### src/rtl/mem_arbiter.sv
// +----------------------------------------------------------------------+
// | mem_arbiter: round-robin I/D cache line arbiter onto a single memory  |
// | port, with per-access timeout abort.                  Revision: 1.0   |
// +----------------------------------------------------------------------+
`default_nettype none

module mem_arbiter #(
  parameter int TIMEOUT = 15
) (
  input  logic        clk,
  input  logic        reset,
  input  logic        i_req,
  input  logic        i_we,
  input  logic [5:0]  i_addr,
  input  logic [63:0] i_wdata,
  output logic [63:0] i_rdata,
  output logic        i_ack,
  input  logic        d_req,
  input  logic        d_we,
  input  logic [5:0]  d_addr,
  input  logic [63:0] d_wdata,
  output logic [63:0] d_rdata,
  output logic        d_ack,
  output logic        mem_req,
  output logic        mem_we,
  output logic [5:0]  mem_addr,
  output logic [63:0] mem_wdata,
  input  logic [63:0] mem_rdata,
  input  logic        mem_ready,
  output logic        err,
  output logic        busy
);

  typedef enum logic [1:0] {
    S_IDLE   = 2'd0,
    S_ACCESS = 2'd1,
    S_RESP   = 2'd2
  } state_t;

  localparam logic [7:0] c_CNT_LAST = 8'(TIMEOUT - 1);

  state_t      r_state;
  state_t      w_next;
  logic        r_grant_d;
  logic        r_last_grant_d;
  logic        r_abort;
  logic [7:0]  r_cnt;
  logic        r_mem_we;
  logic [5:0]  r_mem_addr;
  logic [63:0] r_mem_wdata;
  logic [63:0] r_i_rdata;
  logic [63:0] r_d_rdata;
  logic        w_req_any;
  logic        w_pick_d;
  logic        w_timeout;

  assign w_req_any = i_req | d_req;
  // D wins a tie only when I was served last.
  assign w_pick_d  = d_req & (~i_req | ~r_last_grant_d);
  assign w_timeout = ~mem_ready & (r_cnt == c_CNT_LAST);

  always_comb begin
    w_next = r_state;
    case (r_state)
      S_IDLE:   if (w_req_any) w_next = S_ACCESS;
      S_ACCESS: if (mem_ready || w_timeout) w_next = S_RESP;
      S_RESP:   w_next = S_IDLE;
      default:  w_next = S_IDLE;
    endcase
  end

  always_ff @(posedge clk) begin
    if (reset) begin
      r_state        <= S_IDLE;
      r_grant_d      <= 1'b0;
      r_last_grant_d <= 1'b0;
      r_abort        <= 1'b0;
      r_cnt          <= 8'd0;
      r_mem_we       <= 1'b0;
      r_mem_addr     <= 6'd0;
      r_mem_wdata    <= 64'd0;
      r_i_rdata      <= 64'd0;
      r_d_rdata      <= 64'd0;
    end else begin
      r_state <= w_next;
      case (r_state)
        S_IDLE: begin
          r_cnt   <= 8'd0;
          r_abort <= 1'b0;
          if (w_req_any) begin
            r_grant_d   <= w_pick_d;
            r_mem_we    <= w_pick_d ? d_we    : i_we;
            r_mem_addr  <= w_pick_d ? d_addr  : i_addr;
            r_mem_wdata <= w_pick_d ? d_wdata : i_wdata;
          end
        end
        S_ACCESS: begin
          r_cnt <= r_cnt + 8'd1;
          if (mem_ready) begin
            if (!r_mem_we) begin
              if (r_grant_d) r_d_rdata <= mem_rdata;
              else           r_i_rdata <= mem_rdata;
            end
          end else if (w_timeout) begin
            r_abort <= 1'b1;
          end
        end
        S_RESP: begin
          r_last_grant_d <= r_grant_d;
          r_cnt          <= 8'd0;
        end
        default: r_cnt <= 8'd0;
      endcase
    end
  end

  assign mem_req   = (r_state == S_ACCESS);
  assign mem_we    = r_mem_we;
  assign mem_addr  = r_mem_addr;
  assign mem_wdata = r_mem_wdata;
  assign i_rdata   = r_i_rdata;
  assign d_rdata   = r_d_rdata;
  assign i_ack     = (r_state == S_RESP) & ~r_grant_d;
  assign d_ack     = (r_state == S_RESP) &  r_grant_d;
  assign err       = (r_state == S_RESP) &  r_abort;
  assign busy      = (r_state != S_IDLE);

endmodule

`default_nettype wire
### config.mk
export PLATFORM = sky130hd
export DESIGN_NAME = mem_arbiter
export DESIGN_NICKNAME = d
export VERILOG_FILES = /design/src/rtl/mem_arbiter.sv
export SDC_FILE = /design/constraint.sdc
export NUM_CORES = 1
export LEC_CHECK = 0
export BUFFER_PORTS_ARGS = -buffer_cell sky130_fd_sc_hd__buf_2
export CAP_MARGIN = 30
export CELL_PAD_IN_SITES_DETAIL_PLACEMENT = 1
export CELL_PAD_IN_SITES_GLOBAL_PLACEMENT = 2
export CORE_MARGIN = 1.5
export CORE_UTILIZATION = 29
export CTS_BUF_LIST = sky130_fd_sc_hd__clkbuf_2 sky130_fd_sc_hd__clkbuf_4 sky130_fd_sc_hd__clkbuf_8
export DETAILED_ROUTE_END_ITERATION = 8
export GPL_TIMING_DRIVEN = 0
export PLACE_DENSITY = 0.95
export SYNTH_ARGS = -nofsm -noshare
export SYNTH_HDL_FRONTEND = slang
export SYNTH_SLANG_ARGS = --single-unit
### constraint.sdc
create_clock -name clk -period 3.35 [get_ports clk]
set_input_delay 0.5025 -clock clk [delete_from_list [all_inputs] [get_ports clk]]
set_output_delay 0.5025 -clock clk [all_outputs]
set_load 0.01 [all_outputs]
==> metrics.txt <==
pin count of the biggest net entering global routing=11; post-placement cell count=1764; htree depth=2; kind of end point of the critical path=flop; die extent in y=179 um; DRC Markers=0; synthesis-to-layout area growth=38.6%; Clk pin slew, worst setup/hold paths=0.06 ns; proportion of synthesized flip-flops having asynchronous set or reset=0%; initial cell density of the core=29.3%; number of antenna violations at the first check in global routing=5; global-route wire length before repair=50800 um; number of nets in the synthesized netlist=1168; leakage power of the design=0.00601 uW; number of synthesis warnings=0; total power density per cell area=531 nW/um^2; ordered cell list for the critical path=nor2_1 > inv_1 > nor2_1 > clkbuf_1 > a311oi_1; Detail Route Antenna Nets=0; core outline area=30500 um^2; clock insertion delay at the later pin of the skew report=0.53 ns; EDFF count, synth=0; most common cell after layout, fill and taps aside=sky130_fd_sc_hd__buf_2; CP Class=reg -> reg; Post-CTS Hold Buffers=0; peak supply drop=0.250 mV; routed wire length=34600 um; RSZ-0062 raised after global routing=false; most frequent cells in the layout=431 x sky130_fd_sc_hd__buf_2, 212 x sky130_fd_sc_hd__dfxtp_1, 192 x sky130_fd_sc_hd__nand2b_1; Data required, critical path=3.72 ns; share of layout cells above drive strength 1=35.7%; CP peak stage delay=0.56 ns; CP dominant cell by count=sky130_fd_sc_hd__nor2_1; total buffers and inverters traversed by the critical path=2; kind of cell adding the most delay to the critical path=simple AND/OR/NAND/NOR gates; Vias=8766; smallest setup slack after layout=1.25 ns; FP Rows=64; achievable clock frequency=476 MHz; max-cap violation count=0; transition at the pin with the smallest max-transition slack=0.689 ns; vias in the first global route=9110; critical path peak fanout=10; ys flop type=sky130_fd_sc_hd__dfxtp_1; final total negative setup slack=0 ns; Setup Slack @ Placement=0.805 ns; post-synthesis cell count=955; Final GP Congestion=0.826; number of placed I/O pins=415; count of cell types in the netlist=35; relative slew slack=53.9%; Final Slew Violations=0; Resized cells post-CTS=0; crit start category=flop; clock buffers created by TritonCTS=40; CTS sink cnt=212; post-synthesis instance area=8950 um^2; worst hold slack after final layout=0.243 ns; CTS Root Buffer Type=sky130_fd_sc_hd__clkbuf_8; routed length per instance=18.8 um; HPWL after DPL=26600 um; Setup Fix Bufs, Post-CTS=0; vias per cell=4.77; Period Utilization, post-route=62.7%; area enclosed by the die boundary=31900 um^2; maximum count of clock buffers along a single path=3; violation count after the first detailed-routing iteration=206; non-filler instance count after layout=1838; TritonRoute pass-1 iters=4; Hold/Removal Path Class=in -> reg; syn avg cell area=9.37 um^2; FF+latch count, synth=212; Total GRT Usage=20.5%; number of hold violations in the final report=0; Final Core Density=40.7%; global-route congestion overflow total=0; clock tree from TritonCTS=done; Diodes inserted=0; count of final setup violators=0; Crit-path slowest cell=sky130_fd_sc_hd__nor2_1; number of buffers added on ports=413; die width=179 um; net total in the final layout=1623; status=finished clean; Period minus WS final=2.10 ns; Fin Clk Skew=0.0199 ns; arrival time reported for the critical path endpoint=2.47 ns; share of the yosys chip area belonging to registers=47.4%
==> layer usage <==
layer	wire, um	global-route usage (%)
met3	2990	6.62
met2	17200	37.2
met4	730	6.35
met1	13600	22.6
met5	52	0
==> power breakdown <==
part,switching (uW),internal (uW),leakage [uW]
Combinational,603,437,0.00380
Clock,1150,1610,0.000477
Sequential,94.9,2690,0.00173
==> path summary, 6_finish.rpt <==
| check | end | depth (start not counted) | start | slack [ns] |
|---|---|---|---|---|
| worst max-delay path | mem_wdata[46] | 5 | r_state[1] | 1.25 |
| worst min-delay path | mem_wdata[51] | 3 | i_wdata[51] | 0.24 |
| worst max register to register | mem_wdata[46] | 5 | r_state[1] | 1.25 |
| worst min register to register | i_rdata[31] | 2 | i_rdata[31] | 0.47 |
==> state kept, by name (all words and copies together), names as in the netlist <==
register and count:
i_rdata 64, r_abort 1, d_rdata 64, mem_wdata 64
mem_we 1, r_grant_d 1, r_cnt 8, r_state 2
r_last_grant_d 1, mem_addr 6
==> cells in the mapped netlist (2+ instances only) <==
cell | number | share of area, %
sky130_fd_sc_hd__dfxtp_1 | 212 | 47
sky130_fd_sc_hd__nand2b_1 | 192 | 13
sky130_fd_sc_hd__nand2_1 | 146 | 6.1
sky130_fd_sc_hd__mux2i_1 | 129 | 14
sky130_fd_sc_hd__a21oi_1 | 74 | 4.1
sky130_fd_sc_hd__a311oi_1 | 71 | 6.9
sky130_fd_sc_hd__clkbuf_1 | 50 | 2.1
sky130_fd_sc_hd__buf_2 | 18 | 1.0
sky130_fd_sc_hd__nor2_1 | 11 | 0.46
sky130_fd_sc_hd__buf_1 | 8 | 0.34
sky130_fd_sc_hd__buf_4 | 6 | 0.50
sky130_fd_sc_hd__nand3_1 | 4 | 0.22
sky130_fd_sc_hd__nor2b_1 | 3 | 0.21
sky130_fd_sc_hd__o21ai_0 | 3 | 0.17
sky130_fd_sc_hd__and2_1 | 2 | 0.14
sky130_fd_sc_hd__buf_6 | 2 | 0.25
sky130_fd_sc_hd__ha_1 | 2 | 0.28
sky130_fd_sc_hd__inv_1 | 2 | 0.084
sky130_fd_sc_hd__nor4bb_1 | 2 | 0.22
sky130_fd_sc_hd__or3_1 | 2 | 0.14
sky130_fd_sc_hd__xor2_1 | 2 | 0.20
==> worst register-to-register path: cells and delay by family, from the launching register on <==
family	cells	cell delay (ns)
AND/OR/NAND/NOR	2	0.84
buffers and inverters	2	0.60
flip-flops	1	0.33
AO/OA/AOI/OAI	1	0.18
==> kinds of logic after synthesis <==
logic type | after synthesis | share of synthesized area [%]
AND/OR/NAND/NOR | 369 | 21.5
flip-flops | 212 | 47.4
buffers and inverters | 86 | 4.28
XOR/XNOR | 3 | 0.294
AO/OA/AOI/OAI | 154 | 11.8
multiplexers | 129 | 14.4
adder cells (fa/ha/maj) | 2 | 0.280
==> final cells by class <==
cell class	instances	area (um^2)
fillers	3681	18100
multi-input cells	657	4320
flip-flops and latches	212	4240
repair buffers	413	2070
clock buffers	67	853
well taps	396	495
plain buffers	84	375
clock inverters	7	41.3
inverters	2	7.51
==> per-stage QoR <==
step	cell area, um^2	total power, uW
after global routing	12400	6900
after detailed placement	11500	3890
final	12400	6580
after floorplan	8950	3380
after CTS	12400	6690
after global placement	11500	3870
(Power assumes the default switching activity.)
